File: config.mk
export PLATFORM = sky130hd
export DESIGN_NAME = audiodac_feeder
export DESIGN_NICKNAME = d
export VERILOG_FILES = /design/src/rtl/audiodac_feeder_pkg.sv /design/src/rtl/audiodac_sat_cnt.sv /design/src/rtl/audiodac_feeder.sv
export SDC_FILE = /design/constraint.sdc
export NUM_CORES = 1
export LEC_CHECK = 0
export CORE_ASPECT_RATIO = 0.9
export CORE_MARGIN = 2
export CORE_UTILIZATION = 45
export CTS_CLUSTER_DIAMETER = 120
export DETAILED_ROUTE_END_ITERATION = 10
export GPL_ROUTABILITY_DRIVEN = 0
export PLACE_DENSITY = 0.76
export SLEW_MARGIN = 20
export SYNTH_ARGS = -nofsm -noshare
export SYNTH_HDL_FRONTEND = slang
export SYNTH_HIERARCHICAL = 1
export SYNTH_SLANG_ARGS = --single-unit
File: constraint.sdc
create_clock -name clk_i -period 1.9 [get_ports clk_i]
set_input_delay 0.38 -clock clk_i [delete_from_list [all_inputs] [get_ports clk_i]]
set_output_delay 0.38 -clock clk_i [all_outputs]
set_load 0.02 [all_outputs]
File: src/rtl/audiodac_feeder_pkg.sv
// Shared widths, state encoding and config bundle for the audiodac feeder.
package audiodac_feeder_pkg;

    localparam int SAMPLE_W = 16;
    localparam int VOL_W    = 4;
    localparam int OSR_W    = 2;
    localparam int STATE_W  = 3;
    localparam int BURST_W  = 8;

    typedef enum logic [STATE_W-1:0] {
        ST_IDLE       = 3'd0,
        ST_WAIT_EMPTY = 3'd1,
        ST_FETCH      = 3'd2,
        ST_REQ        = 3'd3,
        ST_RELEASE    = 3'd4
    } state_e;

    typedef struct packed {
        logic             mode;
        logic [VOL_W-1:0] volume;
        logic [OSR_W-1:0] osr;
    } cfg_t;

endpackage

File: src/rtl/audiodac_sat_cnt.sv
// Saturating up-counter with synchronous clear; clear beats increment.
module audiodac_sat_cnt #(
    parameter int WIDTH = 16
) (
    input  logic             clk_i,
    input  logic             rst_i,
    input  logic             inc_i,
    input  logic             clr_i,
    output logic [WIDTH-1:0] cnt_o
);

    logic [WIDTH-1:0] cnt_q;
    logic [WIDTH-1:0] cnt_d;

    always_comb begin
        cnt_d = cnt_q;
        if (clr_i) begin
            cnt_d = '0;
        end else if (inc_i && (cnt_q != {WIDTH{1'b1}})) begin
            cnt_d = cnt_q + 1'b1;
        end
    end

    always_ff @(posedge clk_i) begin
        if (rst_i) begin
            cnt_q <= '0;
        end else begin
            cnt_q <= cnt_d;
        end
    end

    assign cnt_o = cnt_q;

endmodule

File: src/rtl/audiodac_feeder.sv
// Bursty sample feeder into the audiodac FIFO rdy/ack handshake, with
// config staging applied at burst boundaries and underrun/timeout reporting.
module audiodac_feeder
    import audiodac_feeder_pkg::*;
#(
    parameter int               MAX_BURST   = 32,
    parameter int               ACK_TIMEOUT = 64,
    parameter logic [VOL_W-1:0] RST_VOLUME  = 4'd0,
    parameter logic [OSR_W-1:0] RST_OSR     = 2'd0
) (
    input  logic                clk_i,
    input  logic                rst_i,
    input  logic                en_i,
    input  logic [SAMPLE_W-1:0] s_data_i,
    input  logic                s_valid_i,
    output logic                s_ready_o,
    output logic [SAMPLE_W-1:0] fifo_o,
    output logic                fifo_rdy_o,
    input  logic                fifo_ack_i,
    input  logic                fifo_full_i,
    input  logic                fifo_empty_i,
    input  logic                cfg_mode_i,
    input  logic [VOL_W-1:0]    cfg_volume_i,
    input  logic [OSR_W-1:0]    cfg_osr_i,
    input  logic                cfg_wr_i,
    output logic                mode_o,
    output logic [VOL_W-1:0]    volume_o,
    output logic [OSR_W-1:0]    osr_o,
    output logic                cfg_pending_o,
    output logic                busy_o,
    output logic                timeout_o,
    output logic [15:0]         underrun_cnt_o,
    input  logic                cnt_clr_i
);

    localparam int   WAIT_W    = $clog2(ACK_TIMEOUT + 1);
    localparam cfg_t RST_CFG   = '{mode: 1'b0, volume: RST_VOLUME, osr: RST_OSR};

    state_e                state_q, state_d;
    logic [SAMPLE_W-1:0]   fifo_q, fifo_d;
    logic                  rdy_q, rdy_d;
    logic [BURST_W-1:0]    burst_q, burst_d;
    cfg_t                  cfg_app_q, cfg_app_d;
    cfg_t                  shadow_q, shadow_d;
    logic                  pending_q, pending_d;
    logic                  busy_q, busy_d;
    logic                  timeout_q, timeout_d;
    logic                  und_cond_q;

    logic                  apply;
    logic                  timeout_set;
    logic                  xfer;
    logic                  und_cond;
    logic                  und_evt;
    logic                  in_req;
    logic                  ack_expired;
    logic [WAIT_W-1:0]     wait_cnt;

    assign s_ready_o = (state_q == ST_FETCH) && !fifo_full_i && en_i;
    assign xfer      = s_valid_i && s_ready_o;
    assign in_req    = (state_q == ST_REQ);

    // Wait counter is cleared outside REQ, so it reads k during the k-th cycle after entry
    // and expiry fires on the edge ACK_TIMEOUT cycles after fifo_rdy_o rose.
    assign ack_expired = in_req && (wait_cnt == WAIT_W'(ACK_TIMEOUT - 1));

    assign und_cond = (state_q == ST_FETCH) && fifo_empty_i && !s_valid_i;
    assign und_evt  = und_cond && !und_cond_q;

    always_comb begin
        state_d     = state_q;
        fifo_d      = fifo_q;
        rdy_d       = rdy_q;
        burst_d     = burst_q;
        apply       = 1'b0;
        timeout_set = 1'b0;
        case (state_q)
            ST_IDLE: begin
                apply = 1'b1;
                if (en_i) state_d = ST_WAIT_EMPTY;
            end
            ST_WAIT_EMPTY: begin
                if (!en_i) begin
                    state_d = ST_IDLE;
                end else if (fifo_empty_i) begin
                    state_d = ST_FETCH;
                    burst_d = '0;
                    apply   = 1'b1;
                end
            end
            ST_FETCH: begin
                if (!en_i) begin
                    state_d = ST_IDLE;
                end else if (fifo_full_i) begin
                    state_d = ST_WAIT_EMPTY;
                end else if (xfer) begin
                    fifo_d  = s_data_i;
                    rdy_d   = 1'b1;
                    state_d = ST_REQ;
                end
            end
            ST_REQ: begin
                if (fifo_ack_i) begin
                    rdy_d   = 1'b0;
                    burst_d = burst_q + 1'b1;
                    state_d = ST_RELEASE;
                end else if (ack_expired) begin
                    rdy_d       = 1'b0;
                    timeout_set = 1'b1;
                    state_d     = ST_IDLE;
                end
            end
            ST_RELEASE: begin
                if (!fifo_ack_i) begin
                    if (!en_i) begin
                        state_d = ST_IDLE;
                    end else if (fifo_full_i || (burst_q == BURST_W'(MAX_BURST))) begin
                        state_d = ST_WAIT_EMPTY;
                    end else begin
                        state_d = ST_FETCH;
                    end
                end
            end
            default: begin
                state_d = ST_IDLE;
                rdy_d   = 1'b0;
            end
        endcase
    end

    // A write in the apply cycle lands in the shadow while the old shadow goes live.
    always_comb begin
        shadow_d  = shadow_q;
        cfg_app_d = cfg_app_q;
        pending_d = pending_q;
        if (apply && pending_q) begin
            cfg_app_d = shadow_q;
            pending_d = 1'b0;
        end
        if (cfg_wr_i) begin
            shadow_d  = '{mode: cfg_mode_i, volume: cfg_volume_i, osr: cfg_osr_i};
            pending_d = 1'b1;
        end
    end

    always_comb begin
        timeout_d = timeout_q;
        if (cnt_clr_i) begin
            timeout_d = 1'b0;
        end else if (timeout_set) begin
            timeout_d = 1'b1;
        end
        busy_d = (state_d == ST_FETCH) || (state_d == ST_REQ) || (state_d == ST_RELEASE);
    end

    always_ff @(posedge clk_i) begin
        if (rst_i) begin
            state_q    <= ST_IDLE;
            fifo_q     <= '0;
            rdy_q      <= 1'b0;
            burst_q    <= '0;
            cfg_app_q  <= RST_CFG;
            shadow_q   <= RST_CFG;
            pending_q  <= 1'b0;
            busy_q     <= 1'b0;
            timeout_q  <= 1'b0;
            und_cond_q <= 1'b0;
        end else begin
            state_q    <= state_d;
            fifo_q     <= fifo_d;
            rdy_q      <= rdy_d;
            burst_q    <= burst_d;
            cfg_app_q  <= cfg_app_d;
            shadow_q   <= shadow_d;
            pending_q  <= pending_d;
            busy_q     <= busy_d;
            timeout_q  <= timeout_d;
            und_cond_q <= und_cond;
        end
    end

    audiodac_sat_cnt #(.WIDTH(16)) u_underrun (
        .clk_i (clk_i),
        .rst_i (rst_i),
        .inc_i (und_evt),
        .clr_i (cnt_clr_i),
        .cnt_o (underrun_cnt_o)
    );

    audiodac_sat_cnt #(.WIDTH(WAIT_W)) u_ack_wait (
        .clk_i (clk_i),
        .rst_i (rst_i),
        .inc_i (in_req),
        .clr_i (!in_req),
        .cnt_o (wait_cnt)
    );

    assign fifo_o        = fifo_q;
    assign fifo_rdy_o    = rdy_q;
    assign mode_o        = cfg_app_q.mode;
    assign volume_o      = cfg_app_q.volume;
    assign osr_o         = cfg_app_q.osr;
    assign cfg_pending_o = pending_q;
    assign busy_o        = busy_q;
    assign timeout_o     = timeout_q;

endmodule
==> impl_metrics.ini <==
[sta]
tightest_slew_ps = 446
finalCriticalPeriod_ps = 1860
hold_viol = 0
slew_headroom_pct = 70.2
fmax_mhz = 539
final_max_slew_viol_count = 0
finalSetupTns_ps = 0
fin_crit_sh_pct = 97.7
clock_skew_ps = 6.30
layout_setup_ws_ps = 44.0
grt_setup_unrepaired = false
setup_viol = 0

[clock_network]
htree_levels = 3
root_buffer = clkbuf_8
clock_latency_ps = 350
post_cts_buffers = 0
cts_hold_buf = 0
clockBufferDepth = 2
numCtsBuffers = 9
clock_sinks = 69
clkTransAtPathRegs_ps = 70
tritoncts = done

[finish]
layout_commonest_cell = clkdlybuf4s50_1
area_growth_pct = 39.3
fillers = 577
diodes = 0
utilization_pct = 64.9
drive_above_1_share_pct = 18.0
regArea_um2 = 1380
finish.net_count = 476
final_cell_mix = clkdlybuf4s50_1 (69), dfxtp_1 (68), nor2_1 (46)
multi_input_area_um2 = 1810

[placement]
place_ws_ps = -479
place_hpwl_mm = 5.60
io_buffers = 75

[global_routing]
grt_util_met2_pct = 33.4
met1_usage_pct = 24.2
antenna_found_initial = 0
grtUsageTotal_pct = 20.2
grt.met3_usage_pct = 6.75
grt_overflow_total = 0
grt_pass1_wl_mm = 13.0
top_usage_layer = met2
grt_pass1_vias = 2838
grt_max_degree = 18

[power]
power.switching_uw = 685
pwr-share-seq_pct = 44.8
p_sw_share_pct = 20.8
pwr-share-clk_pct = 48.3
p_leak_nw = 1.92
combPwrFrac_pct = 6.8
power_density_nw_per_um2 = 719
ir_drop_uv = 523
p_int_mw = 2.60

[critical_path]
path_cells = clkdlybuf4s50_1
cp-end-kind = output port
cp.arrival_ps = 1480
startpoint_type = register
setup.worst_path.class = reg2out
required_ps = 1520
cpMaxStageDelayCell = clkdlybuf4s50_1
cpPeakStageDelay_ps = 660
cpLargestDelayFamily = buffers and inverters
critPathBufInv = 1
cp_max_fo = 6

[run]
cap_viol_max_count = 0

[synthesis]
avgSynthCellArea_um2 = 9.56
synth_cell_types = 65
syn_inst = 343
ys_ff_latch = 69
syn_area_um2 = 3280
ys.flop_type = dfxtp_1
synthArstFlopShare_pct = 0
synth_edf_count = 0
yosysWarnings = 6
syn-num-nets = 379
yosysSeqAreaShare_pct = 42.1

[route]
routed_wirelength_mm = 7.82
drc = 0
wire_per_inst_um = 14.5
dr.pass1.iters = 4
via_per_inst = 5.45
postRouteAntennaNets = 0
initialDrtViolationCount = 84
vias = 2932

[die]
io_pins = 76
die_w_um = 94.0
core_um2 = 7040
dieHeight_um = 85.0
rows = 29
start_util_pct = 46.6
dieArea_um2 = 7990

[outcome]
outcome = finished, final reports clean

[hold_path]
hold_class = reg2reg
sequential cells by signal (all words and copies together) (netlist names):
register / flops
mode_o: 1
osr_o: 2
fifo_o: 16
state_q: 3
fifo_rdy_o: 1
u_underrun/cnt_o: 16
u_ack_wait/cnt_o: 7
volume_o: 4
busy_o: 1
timeout_o: 1
cfg_pending_o: 1
und_cond_q: 1
burst_q: 8
shadow_q: 7
metal layers:
metal  up-vias  routed length, um
met5         -                  0
met3        12                534
met1      1403               3410
met4         0                103
met2        70               3770
li1       1447                  -
per-stage QoR:
step / hold slack [ps] / cell area, um^2 / cells / total power [mW]
2_1_floorplan: 453 / 3280 / 343 / 1.60
3_3_place_gp: 456 / 4250 / 522 / 1.73
3_5_place_dp: 461 / 4250 / 522 / 1.73
4_1_cts: 474 / 4550 / 538 / 3.31
5_1_grt: 500 / 4570 / 538 / 3.40
6_report: 469 / 4570 / 538 / 3.29
power groups by stage:
stage	combinational [mW]	sequential, mW	clock [mW]
after detailed placement	0.224	1.51	0
after floorplan	0.0890	1.51	0
after global placement	0.220	1.50	0
after CTS	0.225	1.47	1.62
final	0.224	1.47	1.59
after global routing	0.243	1.47	1.69
cells by family (layout without fill, tap and decap cells):
| group | Yosys count | count (layout) | share of synthesized area, % |
|---|---|---|---|
| compound gates | 65 | 65 | 14.9 |
| xor+xnor | 5 | 5 | 1.34 |
| fa+ha+maj | 4 | 4 | 1.53 |
| buf+inv | 22 | 124 | 4.16 |
| flops | 69 | 69 | 42.1 |
| mux | 38 | 38 | 11.6 |
| simple gates | 140 | 140 | 24.3 |
cells in the mapped netlist (all sizes together) (3+ instances only):
cell	n	area share, %
xnor2	5	1.3
o21ai	10	1.5
mux2i	38	12
ha	4	1.5
nand3	11	1.8
nand4	7	1.8
nor2	47	5.4
a2111oi	3	1.4
nand2	25	2.9
or3	8	1.7
a21oi	16	2.4
buf	12	2.9
and2	6	1.3
and3	10	2.6
inv	7	0.80
nand3b	3	0.69
nor3	6	1.3
dfxtp	69	42
a211oi	9	2.2
a31oi	6	1.1
cell type report:
| class | instances | share of cell area, % |
|---|---|---|
| timing repair buffer | 101 | 21.0 |
| clock inverter | 7 | 3.21 |
| tap | 93 | 2.55 |
| sequential | 69 | 30.3 |
| inverter | 7 | 0.575 |
| multi-input combinational | 252 | 39.7 |
| clock buffer | 9 | 2.71 |
final timing paths:
kind / cells after the start / slack [ps] / to / from
worst max-delay path: 1 / 40 / underrun_cnt_o[0] / u_underrun/cnt_o[0]$_SDFFE_PP0P_
worst min-delay path: 2 / 470 / timeout_o$_SDFFE_PP0P_ / timeout_o$_SDFFE_PP0P_
worst max register to register: 7 / 80 / u_underrun/cnt_o[11]$_SDFFE_PP0P_ / state_q[0]$_SDFF_PP0_
worst min register to register: 2 / 470 / timeout_o$_SDFFE_PP0P_ / timeout_o$_SDFFE_PP0P_
repair_timing:
item | 4_1_cts | 5_1_grt
gates resized for setup | 12 | 7
pin swaps | 4 | 1
setup endpoints to repair | 11 | 8
No activity file was read; power rests on OpenSTA's default activity.
